**src/rtl/seq_mul_nxn.sv**
```systemverilog
// Sequential radix-2 shift-add multiplier, WIDTH x WIDTH -> 2*WIDTH, with a start/busy/done handshake.
// Optional two's-complement mode enabled by defining SEQ_MUL_SIGNED_EN (adds the is_signed port).
module seq_mul_nxn #(
  parameter int WIDTH = 4
) (
  input  logic                 clk,
  input  logic                 rst_n,
  input  logic                 start,
  input  logic [WIDTH-1:0]     a,
  input  logic [WIDTH-1:0]     b,
`ifdef SEQ_MUL_SIGNED_EN
  input  logic                 is_signed,
`endif
  output logic                 busy,
  output logic                 done,
  output logic [2*WIDTH-1:0]   product
);

  localparam int CNT_W = $clog2(WIDTH + 1);

  typedef enum logic [1:0] {IDLE, RUN, DONE} state_t;

  state_t               state, state_nxt;
  logic [2*WIDTH-1:0]   mcand, acc, acc_sum, acc_final;
  logic [WIDTH-1:0]     mplier;
  logic [CNT_W-1:0]     cnt;
  logic                 neg;
  logic                 accept, last;
  logic [WIDTH-1:0]     a_cap, b_cap;
  logic                 neg_cap;

`ifdef SEQ_MUL_SIGNED_EN
  // Magnitudes fit in WIDTH unsigned bits, including the most negative value.
  always_comb begin
    a_cap   = (is_signed && a[WIDTH-1]) ? -a : a;
    b_cap   = (is_signed && b[WIDTH-1]) ? -b : b;
    neg_cap = is_signed & (a[WIDTH-1] ^ b[WIDTH-1]);
  end
`else
  always_comb begin
    a_cap   = a;
    b_cap   = b;
    neg_cap = 1'b0;
  end
`endif

  assign last      = (cnt == CNT_W'(WIDTH - 1));
  assign acc_sum   = mplier[0] ? (acc + mcand) : acc;
  assign acc_final = neg ? -acc_sum : acc_sum;

  always_ff @(posedge clk) begin
    if (!rst_n) state <= IDLE;
    else        state <= state_nxt;
  end

  always_comb begin
    state_nxt = state;
    busy      = 1'b0;
    done      = 1'b0;
    accept    = 1'b0;
    case (state)
      IDLE: begin
        if (start) begin
          accept    = 1'b1;
          state_nxt = RUN;
        end
      end
      RUN: begin
        busy = 1'b1;
        if (last) state_nxt = DONE;
      end
      DONE: begin
        done = 1'b1;
        if (start) begin
          accept    = 1'b1;
          state_nxt = RUN;
        end else begin
          state_nxt = IDLE;
        end
      end
      default: state_nxt = IDLE;
    endcase
  end

  always_ff @(posedge clk) begin
    if (!rst_n) begin
      mcand   <= '0;
      mplier  <= '0;
      acc     <= '0;
      cnt     <= '0;
      neg     <= 1'b0;
      product <= '0;
    end else if (accept) begin
      mcand  <= {{WIDTH{1'b0}}, a_cap};
      mplier <= b_cap;
      acc    <= '0;
      cnt    <= '0;
      neg    <= neg_cap;
    end else if (state == RUN) begin
      acc    <= acc_sum;
      mcand  <= mcand << 1;
      mplier <= mplier >> 1;
      cnt    <= cnt + CNT_W'(1);
      // product only ever sees the completed sum
      if (last) product <= acc_final;
    end
  end

endmodule

```
**config.mk**
```make
export PLATFORM = sky130hd
export DESIGN_NAME = seq_mul_nxn
export DESIGN_NICKNAME = d
export VERILOG_FILES = /design/src/rtl/seq_mul_nxn.sv
export SDC_FILE = /design/constraint.sdc
export NUM_CORES = 1
export LEC_CHECK = 0
export ABC_AREA = 1
export ABC_CLOCK_PERIOD_IN_PS = 2200
export CAP_MARGIN = 30
export CORE_MARGIN = 10
export CORE_UTILIZATION = 57
export CTS_BUF_LIST = sky130_fd_sc_hd__clkbuf_4 sky130_fd_sc_hd__clkbuf_8
export CTS_CLUSTER_DIAMETER = 60
export DETAILED_ROUTE_END_ITERATION = 10
export HOLD_SLACK_MARGIN = 0.02
export PLACE_DENSITY = 0.87
export SYNTH_ARGS = -nofsm -noshare
export SYNTH_HDL_FRONTEND = slang
export SYNTH_SLANG_ARGS = --single-unit
export TNS_END_PERCENT = 1
```
**constraint.sdc**
```tcl
create_clock -name clk -period 2.2 [get_ports clk]
set_input_delay 0.44 -clock clk [delete_from_list [all_inputs] [get_ports clk]]
set_output_delay 0.44 -clock clk [all_outputs]
set_load 0.01 [all_outputs]
```
==> results.py <==
metrics = {
    "yosys": {
        "synth_edf_count": 0,
        "synth_area_mm2": 0.00174,
        "synth_top_family_by_area": "simple AND/OR/NAND/NOR gates",
        "ys.flop_type": "dfxtp_1",
        "synth_xor_area_share_pct": 1.01,
        "ys_types": 34,
        "seq_area_frac_synth_pct": 38.0,
        "synth-seq-cells": 33,
        "synth-compound-area-share_pct": 15.1,
        "synthMuxAreaShare_pct": 0.576,
        "synthSimpleGateAreaFrac_pct": 26.5,
        "syn_inst": 238,
        "synth_top_area_cell": "dfxtp_1",
        "ys_top_cells_by_count": "nand2_1, inv_1, dfxtp_1, nor2_1, o21ai_0",
        "synth_top_area_share_pct": 38.0,
        "yosysMostFrequentCell": "nand2_1",
        "yosys_warnings": 0,
        "syn-num-nets": 259,
        "synthAdderAreaFrac_pct": 7.64,
        "syn_avg_cell_area_um2": 7.30,
        "synth_area_leaders": "dfxtp_1, nand2_1, inv_1, ha_1, nor2_1",
        "synth-async-reset-ratio_pct": 0,
    },
    "clock_tree": {
        "path_clk_slew_ns": 0.09,
        "htreeDepth": 2,
        "root_buffer": "clkbuf_4",
        "clock_latency_ns": 0.34,
        "ctsHoldBuffers": 0,
        "numClockSinks": 33,
        "clockBufferDepth": 2,
        "cts_buffers": 5,
        "tritoncts": "built",
        "cts_setup_buffers": 0,
        "cts_resized": 0,
    },
    "route": {
        "drc_errors": 0,
        "postRouteAntennaNets": 0,
        "drt_pass1_iterations": 4,
        "drt_wl_total_mm": 3.66,
        "avgRoutedWirePerCell_um": 12.5,
        "drt_iter0_markers": 104,
        "vias_per_cell": 5.26,
        "vias": 1536,
    },
    "timing": {
        "finClkSkew_ns": 0.00763,
        "tightestPinTransition_ns": 0.378,
        "drv_slew": 0,
        "post-route-period-util_pct": 88.2,
        "timing.final.crit_period_ns": 1.94,
        "relSlewSlack_pct": 74.8,
        "setup_viol": 0,
        "fmax_mhz": 515,
        "tns_ns": 0,
        "fin_ws_ns": 0.260,
        "rsz0062_at_grt": "false",
        "report.final.hold_viol_count": 0,
    },
    "global_routing": {
        "grt_max_degree": 20,
        "grt_pass1_wl_mm": 6.33,
        "grt_pass1_vias": 1391,
        "grt_usage_pct": 14.5,
        "overflow": 0,
        "antenna_found_initial": 0,
    },
    "layout": {
        "multi_input_area_um2": 883,
        "area_delta_synth_final_pct": 15.2,
        "final_core_util_pct": 70.7,
        "drive_above_1_share_pct": 8.05,
        "nNetsFinal": 281,
        "regArea_um2": 661,
        "diodes": 0,
        "fillers": 220,
    },
    "floorplan": {
        "floorplan.initialDensity_pct": 61.4,
        "std_cell_rows": 19,
        "die_w_um": 75.2,
        "design.die.area_mm2": 0.00565,
        "coreArea_mm2": 0.00283,
        "ios": 21,
        "die_h_um": 75.2,
    },
    "critical_path": {
        "endpoint_kind": "primary output",
        "arrival_ns": 1.50,
        "path_class": "reg2out",
        "path_max_fanout": 6,
        "critical_path.startpoint_type": "flip-flop",
        "cp.required_ns": 1.76,
    },
    "placed_design": {
        "hpwlAfterDp_mm": 2.82,
        "detailedPlace.worstSlack_ns": 0.396,
        "place.port_buffers": 20,
        "gp_congestion": 0.853,
    },
    "run_status": {
        "outcome": "finished clean",
    },
    "power": {
        "p_leak_nw": 0.929,
        "peakVddDrop_v": 0.000441,
        "p_per_area_mw_per_mm2": 599,
    },
    "flow_run": {
        "maxCapViolations": 0,
    },
    "worst_hold_path": {
        "min_path_type": "reg2reg",
    },
}
-- cell usage in the layout (no fill, tap or decap), drive strengths merged, types with 3 or more instances in the layout --
cell type / instances
ha: 9
dfxtp: 33
buf: 3
nand2: 48
a211oi: 3
clkdlybuf4s50: 20
a21oi: 15
nor2: 29
o21ai: 17
nand3: 17
o21a: 5
or2: 3
clkbuf: 8
inv: 36
-- report_power, final --
group / switching [W] / total [W] / internal [W]
logic: 0.000117 / 0.000196 / 0.0000791
clock network: 0.000192 / 0.000356 / 0.000164
registers: 0.0000219 / 0.000647 / 0.000625
-- worst paths after layout --
path	startpoint	to	slack (ns)	cells after the start
hold reg to reg	mplier[2]$_SDFFE_PN0P_	mplier[2]$_SDFFE_PN0P_	0.48	2
setup reg to reg	acc[0]$_SDFFE_PP0P_	product[6]$_SDFFE_PN0P_	0.37	13
hold / removal	mplier[2]$_SDFFE_PN0P_	mplier[2]$_SDFFE_PN0P_	0.48	2
setup / recovery	state[0]$_SDFFE_PN0P_	busy	0.26	3
-- worst max-delay path, stage by stage, from the launching register on --
cell and delay (ns):
dfxtp_1 0.34, inv_1 0.07, nor2_4 0.17, clkdlybuf4s50_1 0.58
-- routing by layer --
layer  track usage, %  up-vias  share of wire (%)
li1                 -      812                  -
met1             18.2      680                 47
met2             21.9       37                 45
met3             5.65        7                6.5
met4             5.77        0                1.5
met5                0        -                  0
-- cell families after synthesis --
family,after synthesis
flops,33
fa+ha+maj,10
simple gates,103
compound gates,45
mux,1
xor+xnor,2
buf+inv,44
-- through the flow --
| step | cells | total power, W | hold slack (ns) | cell area [um2] |
|---|---|---|---|---|
| after global placement | 284 | 0.000849 | 0.453 | 1940 |
| final | 292 | 0.00120 | 0.482 | 2000 |
| after detailed placement | 284 | 0.000854 | 0.464 | 1940 |
| after floorplan | 238 | 0.000799 | 0.441 | 1740 |
| after global routing | 292 | 0.00126 | 0.489 | 2000 |
| after CTS | 292 | 0.00121 | 0.477 | 2000 |
-- flip-flops by register name (all words and copies together) (netlist names) --
signal / cells
acc: 8
cnt: 3
mcand: 8
mplier: 4
product: 8
state: 2
-- cell type report --
cell class / count / share of cell area, %
flip-flops and latches: 33 / 33.0
inverters: 36 / 6.75
repair buffers: 23 / 11.1
clock buffers: 8 / 3.00
multi-input cells: 161 / 44.2
well taps: 31 / 1.94
(Power assumes the default switching activity.)
